`config.mk`:
```
export PLATFORM = sky130hd
export DESIGN_NAME = wb_master_bridge_flat
export DESIGN_NICKNAME = d
export VERILOG_FILES = /design/src/rtl/wb_master_bridge_if.sv /design/src/rtl/wb_master_bridge.sv /design/src/flat_wrapper.sv
export SDC_FILE = /design/constraint.sdc
export NUM_CORES = 1
export LEC_CHECK = 0
export ABC_AREA = 0
export CORE_MARGIN = 3
export CORE_UTILIZATION = 36
export DETAILED_ROUTE_END_ITERATION = 12
export PLACE_DENSITY = 0.77
export SLEW_MARGIN = 10
export SYNTH_ARGS = -nofsm -noshare
export SYNTH_HDL_FRONTEND = slang
export SYNTH_SLANG_ARGS = --single-unit
```
`constraint.sdc`:
```
create_clock -name clock -period 1.9 [get_ports clock]
set_input_delay 0.38 -clock clock [delete_from_list [all_inputs] [get_ports clock]]
set_output_delay 0.38 -clock clock [all_outputs]
set_load 0.02 [all_outputs]
```
`src/rtl/wb_master_bridge_if.sv`:
```
// Request/response handshake and Wishbone classic bus bundle for wb_master_bridge.
// master: bridge side (takes req_*, drives rsp_* and wb_*); slave: requester + Wishbone slave side.
interface wb_master_bridge_if #(
  parameter int addr_width   = 32,
  parameter int data_width   = 32,
  parameter int strobe_width = data_width / 8
);
  logic                    req_valid;
  logic                    req_ready;
  logic [addr_width-1:0]   req_addr;
  logic [data_width-1:0]   req_wdata;
  logic                    req_we;
  logic [strobe_width-1:0] req_sel;
  logic                    rsp_valid;
  logic                    rsp_ready;
  logic [data_width-1:0]   rsp_rdata;
  logic                    rsp_err;
  logic [addr_width-1:0]   wb_adr;
  logic [data_width-1:0]   wb_datwr;
  logic [data_width-1:0]   wb_datrd;
  logic                    wb_we;
  logic                    wb_stb;
  logic                    wb_ack;
  logic                    wb_cyc;
  logic [strobe_width-1:0] wb_sel;

  modport master (
    input  req_valid, req_addr, req_wdata, req_we, req_sel,
    input  rsp_ready, wb_datrd, wb_ack,
    output req_ready, rsp_valid, rsp_rdata, rsp_err,
    output wb_adr, wb_datwr, wb_we, wb_stb, wb_cyc, wb_sel
  );

  modport slave (
    output req_valid, req_addr, req_wdata, req_we, req_sel,
    output rsp_ready, wb_datrd, wb_ack,
    input  req_ready, rsp_valid, rsp_rdata, rsp_err,
    input  wb_adr, wb_datwr, wb_we, wb_stb, wb_cyc, wb_sel
  );
endinterface

```
`src/rtl/wb_master_bridge.sv`:
```
// Single-outstanding valid/ready to Wishbone classic master bridge with ack timeout.
// Ports: clock, reset (sync, active-low), bus (wb_master_bridge_if.master).
module wb_master_bridge #(
  parameter int addr_width     = 32,
  parameter int data_width     = 32,
  parameter int strobe_width   = data_width / 8,
  parameter int timeout_cycles = 255
) (
  input  logic               clock,
  input  logic               reset,
  wb_master_bridge_if.master bus
);

  typedef enum logic [1:0] {
    IDLE = 2'd0,
    BUS  = 2'd1,
    RESP = 2'd2
  } state_t;

  localparam logic [7:0] TO_LAST = 8'(timeout_cycles - 1);

  state_t                  r_state;
  state_t                  w_next;
  logic [7:0]              r_cnt;
  logic                    r_cyc;
  logic                    r_we;
  logic [addr_width-1:0]   r_adr;
  logic [data_width-1:0]   r_datwr;
  logic [strobe_width-1:0] r_sel;
  logic [data_width-1:0]   r_rdata;
  logic                    r_err;
  logic                    w_tout;

  // ack wins over a same-cycle timeout
  assign w_tout = (r_cnt == TO_LAST) && !bus.wb_ack;

  always_ff @(posedge clock) begin
    if (!reset) r_state <= IDLE;
    else        r_state <= w_next;
  end

  always_comb begin
    w_next = r_state;
    case (r_state)
      IDLE:    if (bus.req_valid) w_next = BUS;
      BUS:     if (bus.wb_ack || w_tout) w_next = RESP;
      RESP:    if (bus.rsp_ready) w_next = IDLE;
      default: w_next = IDLE;
    endcase
  end

  always_comb begin
    bus.req_ready = reset && (r_state == IDLE);
    bus.rsp_valid = reset && (r_state == RESP);
    bus.rsp_rdata = r_rdata;
    bus.rsp_err   = r_err;
    bus.wb_adr    = r_adr;
    bus.wb_datwr  = r_datwr;
    bus.wb_we     = r_we;
    bus.wb_sel    = r_sel;
    bus.wb_cyc    = r_cyc;
    bus.wb_stb    = r_cyc;
  end

  // wb_ack is only looked at in BUS, so a trailing ack is dropped
  always_ff @(posedge clock) begin
    if (!reset) begin
      r_cnt   <= '0;
      r_cyc   <= 1'b0;
      r_we    <= 1'b0;
      r_adr   <= '0;
      r_datwr <= '0;
      r_sel   <= '0;
      r_rdata <= '0;
      r_err   <= 1'b0;
    end else begin
      case (r_state)
        IDLE: begin
          if (bus.req_valid) begin
            r_adr   <= bus.req_addr;
            r_datwr <= bus.req_wdata;
            r_we    <= bus.req_we;
            r_sel   <= bus.req_sel;
            r_cyc   <= 1'b1;
            r_cnt   <= '0;
          end
        end
        BUS: begin
          if (bus.wb_ack) begin
            if (!r_we) r_rdata <= bus.wb_datrd;
            r_err <= 1'b0;
            r_cyc <= 1'b0;
          end else if (w_tout) begin
            r_rdata <= '0;
            r_err   <= 1'b1;
            r_cyc   <= 1'b0;
          end else begin
            r_cnt <= r_cnt + 8'd1;
          end
        end
        default: ;
      endcase
    end
  end

endmodule

```
`src/flat_wrapper.sv`:
```
// flat-port wrapper written by rule: the top's interface ports become plain ports
module wb_master_bridge_flat 
#(
  parameter int addr_width     = 32,
  parameter int data_width     = 32,
  parameter int strobe_width   = data_width / 8,
  parameter int timeout_cycles = 255
)
  (clock, reset, bus_req_valid, bus_req_addr, bus_req_wdata, bus_req_we, bus_req_sel, bus_rsp_ready, bus_wb_datrd, bus_wb_ack, bus_req_ready, bus_rsp_valid, bus_rsp_rdata, bus_rsp_err, bus_wb_adr, bus_wb_datwr, bus_wb_we, bus_wb_stb, bus_wb_cyc, bus_wb_sel);
  wb_master_bridge_if #(.addr_width(addr_width), .data_width(data_width), .strobe_width(strobe_width)) bus_i ();
  input  logic clock;
  input  logic reset;
  input wire logic [$bits(bus_i.req_valid)-1:0] bus_req_valid;
  input wire logic [$bits(bus_i.req_addr)-1:0] bus_req_addr;
  input wire logic [$bits(bus_i.req_wdata)-1:0] bus_req_wdata;
  input wire logic [$bits(bus_i.req_we)-1:0] bus_req_we;
  input wire logic [$bits(bus_i.req_sel)-1:0] bus_req_sel;
  input wire logic [$bits(bus_i.rsp_ready)-1:0] bus_rsp_ready;
  input wire logic [$bits(bus_i.wb_datrd)-1:0] bus_wb_datrd;
  input wire logic [$bits(bus_i.wb_ack)-1:0] bus_wb_ack;
  output wire logic [$bits(bus_i.req_ready)-1:0] bus_req_ready;
  output wire logic [$bits(bus_i.rsp_valid)-1:0] bus_rsp_valid;
  output wire logic [$bits(bus_i.rsp_rdata)-1:0] bus_rsp_rdata;
  output wire logic [$bits(bus_i.rsp_err)-1:0] bus_rsp_err;
  output wire logic [$bits(bus_i.wb_adr)-1:0] bus_wb_adr;
  output wire logic [$bits(bus_i.wb_datwr)-1:0] bus_wb_datwr;
  output wire logic [$bits(bus_i.wb_we)-1:0] bus_wb_we;
  output wire logic [$bits(bus_i.wb_stb)-1:0] bus_wb_stb;
  output wire logic [$bits(bus_i.wb_cyc)-1:0] bus_wb_cyc;
  output wire logic [$bits(bus_i.wb_sel)-1:0] bus_wb_sel;
  assign bus_i.req_valid = bus_req_valid;
  assign bus_i.req_addr = bus_req_addr;
  assign bus_i.req_wdata = bus_req_wdata;
  assign bus_i.req_we = bus_req_we;
  assign bus_i.req_sel = bus_req_sel;
  assign bus_i.rsp_ready = bus_rsp_ready;
  assign bus_i.wb_datrd = bus_wb_datrd;
  assign bus_i.wb_ack = bus_wb_ack;
  assign bus_req_ready = bus_i.req_ready;
  assign bus_rsp_valid = bus_i.rsp_valid;
  assign bus_rsp_rdata = bus_i.rsp_rdata;
  assign bus_rsp_err = bus_i.rsp_err;
  assign bus_wb_adr = bus_i.wb_adr;
  assign bus_wb_datwr = bus_i.wb_datwr;
  assign bus_wb_we = bus_i.wb_we;
  assign bus_wb_stb = bus_i.wb_stb;
  assign bus_wb_cyc = bus_i.wb_cyc;
  assign bus_wb_sel = bus_i.wb_sel;
  wb_master_bridge #(.addr_width(addr_width), .data_width(data_width), .strobe_width(strobe_width), .timeout_cycles(timeout_cycles)) u_core (.clock(clock), .reset(reset), .bus(bus_i));
endmodule
```
==> impl_metrics.tcl, run 1 <==
set metrics [dict create \
    place_area_um2 6410 \
    ioPinCount 212 \
    design.core.area_um2 11030 \
    setup_viol 0 \
    instances_no_fill 875 \
    r2r_setup_slack_ns 0.10 \
    rows 38 \
    worstHoldStart "u_core.bus.wb_adr[14]" \
    fin_worst_skew_ns 0.006222 \
    finalNetCount 830 \
    maxCapViolations 0 \
    drtPass1Iterations 5 \
    reg2reg_to "u_core.r_cnt[6]" \
    grt-ovfl-total 0 \
    initial_utilization_pct 37.50 \
    reg2regPathDepth 6 \
    holdCritPathClass "flip-flop to flip-flop" \
    cts_hold_buf 0 \
    worst_setup_path_start_kind "flip-flop" \
    status "finished clean" \
    path_max_fanout 4 \
    syn_avg_cell_area_um2 7.924 \
    synth_edf_count 0 \
    holdPathEnd "u_core.bus.wb_adr[14]" \
    synthArstFlopShare_pct 0 \
    reg2reg_from "u_core.r_cnt[0]" \
    cts.htree.levels 4 \
    synth_most_common_cell "nand2_1" \
    clk_pin_slew_ns 0.05 \
    route.detailed.drc 0 \
    hold-worst-slack_ns 0.4506 \
    grt_antenna_before_repair 0 \
    cts_tree "done" \
    ys_seq_area_share_pct 54.69 \
    grt_pass1_vias 4293 \
    yosysUniqueCellTypes 35 \
    slew_headroom_pct 57.31 \
    cellPowerDensity_nw_per_um2 999.6 \
    cts_made_buffers 17 \
    crit_arrival_ns 1.45 \
    portBuffers 211 \
    postLayoutCellArea_um2 7066 \
    grt_max_degree 77 \
    gr-usage-all-layers_pct 19.82 \
    clk_latency_ns 0.40 \
    syn_to_final_growth_pct 70.81 \
    critPathSlowestCell "clkdlybuf4s50_1" \
    preCtsSetupSlack_ns -0.2326 \
    crit_buf_inv 1 \
    dieArea_um2 12810 \
    wl_um 12790 \
    detail_route.wl_per_cell_um 14.62 \
    dieWidth_um 113.2 \
    hold_path_depth 2 \
    synth_top_area_share_pct 54.69 \
    ys_seq_elements 113 \
    cp.required_ns 1.52 \
    crit_family "buffers and inverters" \
    hpwl_um 8878 \
    clockBufferDepth 2 \
    synth_area_um2 4136 \
    synthesis.nets 630 \
    drt-vias-per-instance 5.011 \
    ys.flop_type "dfxtp_1" \
    drt_iter0_markers 202 \
    vias 4385 \
    fin_crit_sh_pct 96.26 \
    ys_top_cells_by_area "dfxtp_1 55%, nand2_1 16%, a21oi_1 13%" \
    ir_drop_mv 0.4919 \
    rsz0062_at_grt "false" \
    drive_gt1_share_pct 6.803 \
    slowest_delay_ns 0.66 \
    fillers 933 \
    worstMarginPinSlew_ns 0.6403 \
    slew_viol_final 0 \
    syn_inst 522 \
    end_kind "output pin" \
    synth_largest_area_cell "dfxtp_1" \
    cts_setup_buffers 0 \
    ant_nets 0 \
    grt_pass1_wl_um 20580 \
    total_power_mw 7.063 \
    worstPathCellList "clkdlybuf4s50_1" \
    fmax_mhz 546.7 \
    synth_common_cells "178 x nand2_1, 113 x dfxtp_1, 105 x a21oi_1, 35 x o21ai_0, 34 x clkbuf_1" \
    die_height_um 113.2 \
    fin_ws_ns 0.07097 \
    period_minus_slack_ns 1.829 \
    antennaDiodeCount 0 \
    p_leak_nw 2.579 \
    hold_viol_final 0 \
    dp.cells 843 \
    cts.sinks 113 \
    gp_congestion 0.8053 \
    yosysWarningCount 0 \
    post_cts_resized 2 \
    cts_root_buf "clkbuf_16" \
    critPathKind "flip-flop to output pin" \
]
power by group:
group,total (mW),switching (mW),internal [mW]
Combinational,1.04,0.517,0.524
Sequential,2.57,0.0675,2.50
Clock,3.45,1.06,2.40
cell usage in the layout (no fill, tap or decap), types with 3 or more instances in the layout:
master / synthesis / layout
clkdlybuf4s50_1: 0 / 209
nand2_1: 178 / 177
dfxtp_1: 113 / 113
a21oi_1: 105 / 105
o21ai_0: 35 / 35
clkbuf_16: 0 / 17
nand3_1: 11 / 11
clkbuf_8: 0 / 6
buf_4: 1 / 6
buf_12: 0 / 5
bufinv_16: 0 / 4
nor2_1: 3 / 3
clkinv_2: 0 / 3
layout make-up:
cell class | count | area [µm²] | area share, %
flip-flops and latches | 113 | 2262 | 32.02
repair buffers | 222 | 2255 | 31.91
multi-input cells | 365 | 1704 | 24.12
inverters | 3 | 11.26 | 0.1594
well taps | 140 | 175.2 | 2.479
clock inverters | 9 | 150.1 | 2.125
clock buffers | 23 | 508.0 | 7.190
stage by stage:
step,utilization (%),TNS [ns]
2_1_floorplan,-,0
3_3_place_gp,58.11,-0.3576
3_5_place_dp,58.11,-0.3994
4_1_cts,64.05,0
5_1_grt,64.05,0
6_report,64.05,0
tightest hold or removal path, cell delays in order, from the launching register on:
cell	delay (ns)
dfxtp_1	0.30
nand2_1	0.05
a21oi_1	0.05
worst max-delay path by stage:
stage	from	endpoint	slack (ns)	cells after the start
6_report	u_core.bus.wb_we	bus_wb_we	0.07	1
4_1_cts	u_core.bus.wb_we	bus_wb_we	0.04	1
3_5_place_dp	reset	bus_rsp_valid	-0.23	4
3_3_place_gp	reset	bus_rsp_valid	-0.20	4
2_1_floorplan	reset	bus_rsp_valid	0.02	4
5_1_grt	u_core.bus.wb_we	bus_wb_we	0.002	1
cells by family after synthesis:
kind of cell | share of synthesized area [%]
simple gates | 20.48
fa+ha+maj | 0.6049
compound gates | 19.75
buf+inv | 4.477
flops | 54.69
registers in the layout, indices dropped and copies added (netlist names):
signal,flops
u_core.bus.rsp_rdata,32
u_core.bus.wb_adr,32
u_core.bus.wb_datwr,32
u_core.r_cnt,8
u_core.bus.wb_sel,4
u_core.r_state,2
u_core.bus.rsp_err,1
u_core.bus.wb_cyc,1
u_core.bus.wb_we,1
routing by layer:
metal	up-vias	share of wire [%]	GRT usage (%)
met5	-	0	0
met4	0	2.5	7.612
met3	32	9.7	8.877
met2	188	49	33.61
met1	2025	39	21.75
li1	2140	-	-
No activity file was read; power rests on OpenSTA's default activity.
==> run 2: changes to the inputs <==
--- a/config.mk
+++ b/config.mk
@@ -6,10 +6,10 @@
 export NUM_CORES = 1
 export LEC_CHECK = 0
 export ABC_AREA = 0
-export CORE_MARGIN = 3
 export CORE_UTILIZATION = 36
 export DETAILED_ROUTE_END_ITERATION = 12
 export PLACE_DENSITY = 0.77
+export SKIP_CTS_REPAIR_TIMING = 1
 export SLEW_MARGIN = 10
 export SYNTH_ARGS = -nofsm -noshare
 export SYNTH_HDL_FRONTEND = slang
==> impl_metrics.tcl, run 2 (synthesized netlist as in run 1, its figures left out) <==
set metrics [dict create \
    power_frac_comb_pct 16.1 \
    rsz0062_at_grt "false" \
    worst_setup_path_start_kind "flip-flop" \
    final_core_util_pct 63.32 \
    hold_path_depth 2 \
    status "finished clean" \
    design.core.area_um2 11030 \
    cts_made_buffers 17 \
    total_power_mw 6.495 \
    r2r_setup_slack_ns 0.10 \
    grt_antenna_before_repair 0 \
    grt_pass1_vias 4265 \
    cts.htree.levels 4 \
    syn_to_final_growth_pct 68.84 \
    p_leak_nw 2.567 \
    holdCritPathClass "flip-flop to flip-flop" \
    dieWidth_um 109.2 \
    drt-vias-per-instance 4.958 \
    clockBufferDepth 2 \
    critPathSlowestCell "clkdlybuf4s50_1" \
    fin_worst_skew_ns 0.005536 \
    route.detailed.drc 0 \
    ioPinCount 212 \
    grt-ovfl-total 0 \
    vias 4343 \
    power.switching_mw 1.600 \
    drtPass1Iterations 4 \
    cellPowerDensity_nw_per_um2 929.9 \
    clk_pin_slew_ns 0.05 \
    drive_gt1_share_pct 6.386 \
    fmax_mhz 546.9 \
    ant_nets 0 \
    path_max_fanout 4 \
    hold_viol_final 0 \
    clk_latency_ns 0.41 \
    period_minus_slack_ns 1.828 \
    slowest_delay_ns 0.64 \
    ir_drop_mv 0.5908 \
    dieArea_um2 11920 \
    worstMarginPinSlew_ns 0.6552 \
    grt_max_degree 62 \
    crit_arrival_ns 1.45 \
    end_kind "output pin" \
    slew_viol_final 0 \
    cts_root_buf "clkbuf_16" \
    fin_crit_sh_pct 96.23 \
    switching_share_pct 24.64 \
    reg2reg_to "u_core.r_cnt[6]" \
    finalNetCount 831 \
    grt_pass1_wl_um 19170 \
    pwr-share-clk_pct 44.3 \
    gr-usage-all-layers_pct 20.76 \
    pwr-share-seq_pct 39.6 \
    cts.sinks 113 \
    maxCapViolations 0 \
    final_common_cell "clkdlybuf4s50_1" \
    slew_headroom_pct 56.32 \
    wl_um 12260 \
    worstHoldStart "u_core.bus.wb_datwr[1]" \
    cts_tree "done" \
    rows 38 \
    final_cell_mix "209 x clkdlybuf4s50_1, 177 x nand2_1, 113 x dfxtp_1, 105 x a21oi_1, 35 x o21ai_0" \
    detail_route.wl_per_cell_um 14.00 \
    gp_congestion 0.8128 \
    drt_iter0_markers 299 \
    preCtsSetupSlack_ns -0.2462 \
    antennaDiodeCount 0 \
    internal_power_mw 4.895 \
    reg2reg_from "u_core.r_cnt[0]" \
    initial_utilization_pct 37.50 \
    critPathKind "flip-flop to output pin" \
    portBuffers 211 \
    holdPathEnd "u_core.bus.wb_datwr[1]" \
    cp.required_ns 1.52 \
    hpwl_um 8654 \
    crit_family "buffers and inverters" \
    fin_ws_ns 0.07155 \
    crit_buf_inv 1 \
    die_height_um 109.2 \
    setup_viol 0 \
    reg2regPathDepth 6 \
    worstPathCellList "clkdlybuf4s50_1" \
]
## run 2: cell types whose count changed in the layout (fill, tap and decap cells not counted), sizes merged
cell,change
bufinv,-4
buf,+1
dlygate4sd2,-2
clkinvlp,-2
clkbuf,+4
dlymetal6s2s,+2
inv,-1
clkinv,+3
## run 2: how the worst max path moves through the flow
stage,slack [ns],cells after the start,from,to
floorplan,0.02,4,reset,bus_rsp_valid
global placement,-0.24,4,reset,bus_rsp_valid
detailed placement,-0.25,4,reset,bus_rsp_valid
CTS,-0.27,4,reset,bus_rsp_valid
global route,0.006,1,u_core.bus.wb_we,bus_wb_we
finish,0.07,1,u_core.bus.wb_we,bus_wb_we
## run 2: cell type report
cell class                      instances  area, µm²
Timing Repair Buffer                  223       2282
Multi-Input combinational cell        365       1704
Sequential cell                       113       2262
Inverter                                3      12.51
Clock buffer                           27      523.0
Tap cell                              140      175.2
Fill cell                             970       4046
Clock inverter                          5      25.02
## run 2: power groups by stage
stage	combinational (mW)	clock, mW	sequential [mW]
2_1_floorplan	0.308	0	2.76
3_3_place_gp	1.03	0	2.61
3_5_place_dp	1.05	0	2.62
4_1_cts	1.05	2.94	2.57
5_1_grt	1.13	3.05	2.59
6_report	1.05	2.88	2.57
## run 2: stage by stage
step | hold slack, ns | instance area [µm²] | setup TNS, ns | instances
CTS | 0.4526 | 6979 | -0.4835 | 876
global placement | 0.4406 | 6431 | -0.4469 | 844
finish | 0.4510 | 6984 | 0 | 876
global route | 0.4696 | 6984 | 0 | 876
detailed placement | 0.4456 | 6431 | -0.4483 | 844
floorplan | 0.4755 | 4136 | 0 | 522
## run 2: layer usage
layer	GRT usage [%]	up-vias	part of all wire (%)
li1	-	2143	-
met1	20.53	2001	38
met2	36.43	179	49
met3	9.683	20	11
met4	10.19	0	2.1
met5	0	-	0
